## src/rtl/pipe_regfile.sv

```systemverilog
// pipe_regfile: GPR file with EX/MEM/WB operand forwarding, load-use stall
// detection and a saturating stall-cycle counter.
module pipe_regfile #(
  parameter int unsigned DATA_W      = 16,
  parameter int unsigned ADDR_W      = 3,
  parameter int unsigned NUM_RD      = 2,
  parameter int unsigned ZERO_REG    = 0,
  parameter int unsigned STALL_CNT_W = 16
) (
  input  logic                       clk,
  input  logic                       rst,
  input  logic                       wEnable_i,
  input  logic [ADDR_W-1:0]          wAddr_i,
  input  logic [DATA_W-1:0]          wData_i,
  input  logic                       exWReg_i,
  input  logic [ADDR_W-1:0]          exWRegAddr_i,
  input  logic [DATA_W-1:0]          exWData_i,
  input  logic                       exIsLoad_i,
  input  logic                       memWReg_i,
  input  logic [ADDR_W-1:0]          memWRegAddr_i,
  input  logic [DATA_W-1:0]          memWData_i,
  input  logic [NUM_RD-1:0]          rEnable_i,
  input  logic [NUM_RD*ADDR_W-1:0]   rAddr_i,
  output logic [NUM_RD*DATA_W-1:0]   rData_o,
  output logic                       stallReq_o,
  output logic [STALL_CNT_W-1:0]     stallCnt_o,
  input  logic                       clrCnt_i
);

  localparam int unsigned DEPTH = 1 << ADDR_W;
  localparam logic [STALL_CNT_W-1:0] CNT_ONE = 1;

  logic [DATA_W-1:0]      mem_q [DEPTH];
  logic [DATA_W-1:0]      mem_d [DEPTH];
  logic [STALL_CNT_W-1:0] stall_cnt_q;
  logic [STALL_CNT_W-1:0] stall_cnt_d;
  logic [NUM_RD-1:0]      hazard;
  logic                   wr_allowed;

  // Next array contents: WB write, dropped when it targets a hardwired zero entry
  always_comb begin
    mem_d      = mem_q;
    wr_allowed = wEnable_i && !((ZERO_REG != 0) && (wAddr_i == '0));
    if (wr_allowed) begin
      mem_d[wAddr_i] = wData_i;
    end
  end

  // Array storage, cleared asynchronously
  always_ff @(posedge clk or posedge rst) begin
    if (rst) begin
      for (int unsigned i = 0; i < DEPTH; i++) begin
        mem_q[i] <= '0;
      end
    end else begin
      mem_q <= mem_d;
    end
  end

  for (genvar k = 0; k < NUM_RD; k++) begin : g_rd
    logic [ADDR_W-1:0] addr;
    logic              is_zero;
    logic              ex_hit;
    logic              mem_hit;
    logic              wb_hit;
    logic [DATA_W-1:0] data;

    // Per-port read mux; later assignments win, so the order runs oldest to youngest
    always_comb begin
      addr    = rAddr_i[k*ADDR_W +: ADDR_W];
      is_zero = (ZERO_REG != 0) && (addr == '0);
      ex_hit  = exWReg_i && (exWRegAddr_i == addr);
      mem_hit = memWReg_i && (memWRegAddr_i == addr);
      wb_hit  = wEnable_i && (wAddr_i == addr);
      data    = mem_q[addr];
      if (wb_hit) begin
        data = wData_i;
      end
      if (mem_hit) begin
        data = memWData_i;
      end
      if (ex_hit && !exIsLoad_i) begin
        data = exWData_i;
      end
      if (rst || !rEnable_i[k] || is_zero) begin
        data = '0;
      end
    end

    assign hazard[k] = rEnable_i[k] && ex_hit && exIsLoad_i && !is_zero;
    assign rData_o[k*DATA_W +: DATA_W] = data;
  end

  assign stallReq_o = !rst && (|hazard);

  // Stall counter: clear has priority, otherwise saturating increment
  always_comb begin
    stall_cnt_d = stall_cnt_q;
    if (clrCnt_i) begin
      stall_cnt_d = '0;
    end else if (stallReq_o && (stall_cnt_q != '1)) begin
      stall_cnt_d = stall_cnt_q + CNT_ONE;
    end
  end

  // Stall counter register
  always_ff @(posedge clk or posedge rst) begin
    if (rst) begin
      stall_cnt_q <= '0;
    end else begin
      stall_cnt_q <= stall_cnt_d;
    end
  end

  assign stallCnt_o = stall_cnt_q;

endmodule

```

## config.mk

```make
export PLATFORM = sky130hd
export DESIGN_NAME = pipe_regfile
export DESIGN_NICKNAME = d
export VERILOG_FILES = /design/src/rtl/pipe_regfile.sv
export SDC_FILE = /design/constraint.sdc
export NUM_CORES = 1
export LEC_CHECK = 0
export CAP_MARGIN = 5
export CORE_UTILIZATION = 30
export CTS_BUF_LIST = sky130_fd_sc_hd__clkbuf_16
export CTS_CLUSTER_DIAMETER = 50
export CTS_CLUSTER_SIZE = 20
export DETAILED_ROUTE_END_ITERATION = 12
export PLACE_DENSITY_LB_ADDON = 0.12
export SLEW_MARGIN = 20
export SYNTH_ARGS = -nofsm -noshare
export SYNTH_HDL_FRONTEND = slang
export SYNTH_SLANG_ARGS = --single-unit
```

## constraint.sdc

```tcl
create_clock -name clk -period 6.9 [get_ports clk]
set_input_delay 1.38 -clock clk [delete_from_list [all_inputs] [get_ports clk]]
set_output_delay 1.38 -clock clk [all_outputs]
set_load 0.01 [all_outputs]
```

==> impl_results.html <==
<table>
<tr><th>Metric</th><th>Value</th></tr>
<tr><th colspan="2">Outcome</th></tr>
<tr><td>Result of the run</td><td>finished clean</td></tr>
<tr><th colspan="2">Timing</th></tr>
<tr><td>Final Cycle Share</td><td>87.1%</td></tr>
<tr><td>Final critical delay including setup and external delays</td><td>6.01 ns</td></tr>
<tr><td>Accumulated negative setup slack</td><td>0 ns</td></tr>
<tr><td>Setup-violating endpoint count in the final report</td><td>0</td></tr>
<tr><td>Post-route setup slack</td><td>0.888 ns</td></tr>
<tr><td>Hold slack final</td><td>0.528 ns</td></tr>
<tr><td>Tightest Pin Transition</td><td>1.01 ns</td></tr>
<tr><td>Total count of hold-check failures in the final report</td><td>0</td></tr>
<tr><td>Final Skew</td><td>0.00852 ns</td></tr>
<tr><td>Slew Limit Headroom</td><td>32.7%</td></tr>
<tr><td>Setup repair after global routing missed its margin</td><td>false</td></tr>
<tr><td>Highest attainable clock frequency</td><td>166 MHz</td></tr>
<tr><td>Max-slew violations</td><td>0</td></tr>
<tr><th colspan="2">Drt</th></tr>
<tr><td>Total DRC errors in the routed layout</td><td>0</td></tr>
<tr><td>Per-cell via count in the routed design</td><td>5.69</td></tr>
<tr><td>Average detailed-routed wire length per instance</td><td>24.4 µm</td></tr>
<tr><td>Detailed Routing Iterations Pass 1</td><td>5</td></tr>
<tr><td>Post-detailed-routing wire length</td><td>30100 µm</td></tr>
<tr><td>Via count of the routed design</td><td>7023</td></tr>
<tr><td>Number of DRC markers after the initial detailed-route iteration</td><td>557</td></tr>
<tr><td>Post-route antenna net violation count</td><td>0</td></tr>
<tr><th colspan="2">Job</th></tr>
<tr><td>Max-cap violations</td><td>0</td></tr>
<tr><th colspan="2">Die</th></tr>
<tr><td>Starting density of the core</td><td>30.8%</td></tr>
<tr><td>Die Wd</td><td>174 µm</td></tr>
<tr><td>Overall die height</td><td>174 µm</td></tr>
<tr><td>Number of standard-cell rows in the floorplan</td><td>62</td></tr>
<tr><td>Core Region</td><td>0.0289 mm²</td></tr>
<tr><td>Boundary Pins</td><td>121</td></tr>
<tr><td>Die Footprint</td><td>0.0304 mm²</td></tr>
<tr><th colspan="2">Worst setup path</th></tr>
<tr><td>Type of origin of the critical path</td><td>input port</td></tr>
<tr><td>Most frequent cell on the critical path</td><td>clkdlybuf4s50_1</td></tr>
<tr><td>Worst Setup End Kind</td><td>output port</td></tr>
<tr><td>Kind of critical path</td><td>in -&gt; out</td></tr>
<tr><td>WP data required</td><td>5.52 ns</td></tr>
<tr><td>Number of buffer and inverter stages on the critical path</td><td>2</td></tr>
<tr><td>Crit path max-delay family</td><td>buffers and inverters</td></tr>
<tr><td>Maximum fanout along the worst path</td><td>16</td></tr>
<tr><td>Slowest CP cell</td><td>a21o_1</td></tr>
<tr><td>List of cells traversed by the critical path</td><td>clkdlybuf4s50_1 -&gt; xor2_1 -&gt; nor4_1 -&gt; a21o_1 -&gt; a221oi_1 -&gt; nor2_1 -&gt; clkdlybuf4s50_1</td></tr>
<tr><td>Crit path DAT</td><td>4.63 ns</td></tr>
<tr><td>Biggest cell delay along the critical path</td><td>0.82 ns</td></tr>
<tr><th colspan="2">Synth</th></tr>
<tr><td>FFs w/ async S/R, synth</td><td>100%</td></tr>
<tr><td>Ranking of synthesized cells by instance count</td><td>144 x dfrtp_1, 130 x mux2_2, 77 x mux2i_1</td></tr>
<tr><td>Library cells used by synthesis</td><td>52</td></tr>
<tr><td>Xor and xnor area share after synthesis</td><td>1.94%</td></tr>
<tr><td>Fraction of the mapped netlist area in simple logic gates</td><td>8.15%</td></tr>
<tr><td>Cell with the most instances after synthesis</td><td>dfrtp_1</td></tr>
<tr><td>Synthesized netlist net count</td><td>823</td></tr>
<tr><td>Sequential area share after synthesis</td><td>40.4%</td></tr>
<tr><td>Post-synthesis share of cell area spent on full adders, half adders and majority gates</td><td>0.140%</td></tr>
<tr><td>Cell count after synthesis</td><td>750</td></tr>
<tr><td>Most area-consuming cells after synthesis</td><td>dfrtp_1 40%, mux2_2 16%, mux2i_1 8.6%, mux4_2 8.6%, a221oi_1 2.9%</td></tr>
<tr><td>Area fraction in compound gates after synthesis</td><td>11.6%</td></tr>
<tr><td>Fraction of synthesized cell area taken by the top area cell type</td><td>40.4%</td></tr>
<tr><td>Main synth FF type</td><td>dfrtp_1</td></tr>
<tr><td>Post-synth top area cell</td><td>dfrtp_1</td></tr>
<tr><td>Multiplexer share of the synthesized area</td><td>33.6%</td></tr>
<tr><td>Average cell area after synthesis</td><td>11.9 µm²</td></tr>
<tr><td>Cell area after technology mapping</td><td>0.00892 mm²</td></tr>
<tr><td>Yosys Warn Count</td><td>0</td></tr>
<tr><td>Largest family of logic cells by synthesized area</td><td>multiplexers</td></tr>
<tr><td>Count of flip-flops with a built-in enable after synthesis</td><td>0</td></tr>
<tr><td>Total of flip-flops plus latches after synthesis</td><td>144</td></tr>
<tr><th colspan="2">Place</th></tr>
<tr><td>Number of instances in the placed design</td><td>1203</td></tr>
<tr><td>Placed instance area</td><td>0.0105 mm²</td></tr>
<tr><td>Routability congestion estimate</td><td>0.835</td></tr>
<tr><td>IO Port Bufs</td><td>120</td></tr>
<tr><td>HPWL Detailed</td><td>18900 µm</td></tr>
<tr><td>Post-place setup slack</td><td>0.953 ns</td></tr>
<tr><th colspan="2">Final layout</th></tr>
<tr><td>Fillers</td><td>2741</td></tr>
<tr><td>Core Util, Final</td><td>38.4%</td></tr>
<tr><td>Fraction of final layout cells sized beyond drive strength 1</td><td>27.9%</td></tr>
<tr><td>P&amp;R area growth vs syn</td><td>24.5%</td></tr>
<tr><td>Count of nets after finishing</td><td>911</td></tr>
<tr><td>Area of all placed cells without fillers</td><td>0.0111 mm²</td></tr>
<tr><td>Final non-filler cell total</td><td>1235</td></tr>
<tr><th colspan="2">Clocking</th></tr>
<tr><td>CTS Hold Bufs</td><td>0</td></tr>
<tr><td>Clock tree sinks</td><td>144</td></tr>
<tr><td>Buffer depth of the longest clock path</td><td>2</td></tr>
<tr><td>Number of buffers added by the clock tree synthesis step</td><td>17</td></tr>
<tr><td>H-tree level count</td><td>4</td></tr>
<tr><td>Post-cts gate resize count</td><td>0</td></tr>
<tr><td>Root buffer cell</td><td>clkbuf_16</td></tr>
<tr><td>Setup fix buffers added after clock tree synthesis</td><td>0</td></tr>
<tr><td>CTS clk-pin slew, worst paths</td><td>0.06 ns</td></tr>
<tr><td>Insertion delay to the later sink of the worst-skew pair</td><td>0.42 ns</td></tr>
<tr><td>CTS tree</td><td>done</td></tr>
<tr><th colspan="2">GRT</th></tr>
<tr><td>Largest net degree at the start of global routing</td><td>77</td></tr>
<tr><td>Initial antenna violation count</td><td>2</td></tr>
<tr><td>Via count of the first global-routing pass</td><td>7300</td></tr>
<tr><td>Leftover overflow at the end of global routing</td><td>0</td></tr>
<tr><td>Wire length of the first global-routing pass</td><td>46000 µm</td></tr>
<tr><td>GRT Util Overall</td><td>20.2%</td></tr>
<tr><th colspan="2">Pwr</th></tr>
<tr><td>Total power</td><td>2.84 mW</td></tr>
<tr><td>Leakage Power</td><td>4.40 nW</td></tr>
<tr><td>Cell area power density</td><td>255 mW/mm²</td></tr>
<tr><td>Max rail drop VDD</td><td>0.165 mV</td></tr>
<tr><th colspan="2">Worst hold path</th></tr>
<tr><td>Worst hold-check path type</td><td>reg -&gt; reg</td></tr>
</table>
==> path summary, 6_finish.rpt <==
check / from / cells after the start / slack (ns) / endpoint
min in group asynchronous: rst / 3 / 1.67 / stallCnt_o[15]
max: rAddr_i[5] / 7 / 0.89 / rData_o[31]
max reg2reg: stallCnt_o[0] / 5 / 4.94 / stallCnt_o[3]
max in group asynchronous: rst / 4 / 3.82 / mem_q[2]
min: mem_q[60] / 1 / 0.53 / mem_q[60]
min reg2reg: mem_q[60] / 1 / 0.53 / mem_q[60]
==> cells in the final DEF (no fill, tap or decap), types with 4 or more instances in the layout <==
cell type	instances
a21oi_1	14
a221oi_1	30
a22oi_1	15
a31oi_1	17
and2_1	18
and3_1	6
and4_1	4
buf_4	26
bufinv_16	5
clkbuf_16	17
clkdlybuf4s50_1	118
clkinvlp_4	5
dfrtp_1	144
mux2_2	130
mux2i_1	77
mux4_2	34
nand2_1	28
nand3_1	6
nand4_1	4
nor2_1	21
nor2b_1	5
o21ai_0	17
o221ai_1	15
o22ai_1	15
o31ai_1	11
or4_1	11
xnor2_1	9
xor2_1	7
==> cell families (layout without fill, tap and decap cells) <==
logic type | count (synthesis) | in the layout
compound gates | 143 | 143
xor+xnor | 18 | 18
fa+ha+maj | 1 | 1
buf+inv | 79 | 179
flops | 144 | 144
mux | 241 | 241
other cells | 0 | 1
simple gates | 124 | 124
==> registers in the layout (all words and copies together) (netlist names) <==
| name | cells |
|---|---|
| mem_q | 128 |
| stallCnt_o | 16 |
==> final cells by class <==
class | count | area (µm²) | area share, %
clock buffers | 17 | 425 | 3.83
multi-input cells | 527 | 4970 | 44.8
well taps | 384 | 480 | 4.33
inverters | 2 | 11.3 | 0.101
clock inverters | 14 | 215 | 1.94
flip-flops and latches | 144 | 3600 | 32.5
repair buffers | 146 | 1390 | 12.5
diodes | 1 | 2.50 | 0.0225
==> worst register-to-register path: cells and delay by family, from the launching register on <==
| kind | cells | cell delay [ns] |
|---|---|---|
| adder cells (fa/ha/maj) | 1 | 0.27 |
| AND/OR/NAND/NOR | 2 | 0.67 |
| AO/OA/AOI/OAI | 2 | 0.48 |
| flip-flops | 1 | 0.46 |
==> power by group <==
group / switching, mW / leakage (nW) / total [mW] / internal [mW]
clock: 0.373 / 0.303 / 1.01 / 0.640
sequential: 0.129 / 1.76 / 1.14 / 1.01
combinational: 0.295 / 2.33 / 0.681 / 0.386
total: 0.797 / 4.40 / 2.84 / 2.04
==> per-layer routing <==
metal / vias up / routed length (µm) / global-route usage, % / share of wire [%]
met5: - / 13 / 0 / 0.043
met4: 2 / 536 / 5.74 / 1.8
met3: 40 / 1580 / 4.02 / 5.2
met2: 216 / 14100 / 31.7 / 47
met1: 3673 / 13800 / 28.2 / 46
li1: 3092 / - / - / -
Note: power is estimated with default switching activity, not from simulation.
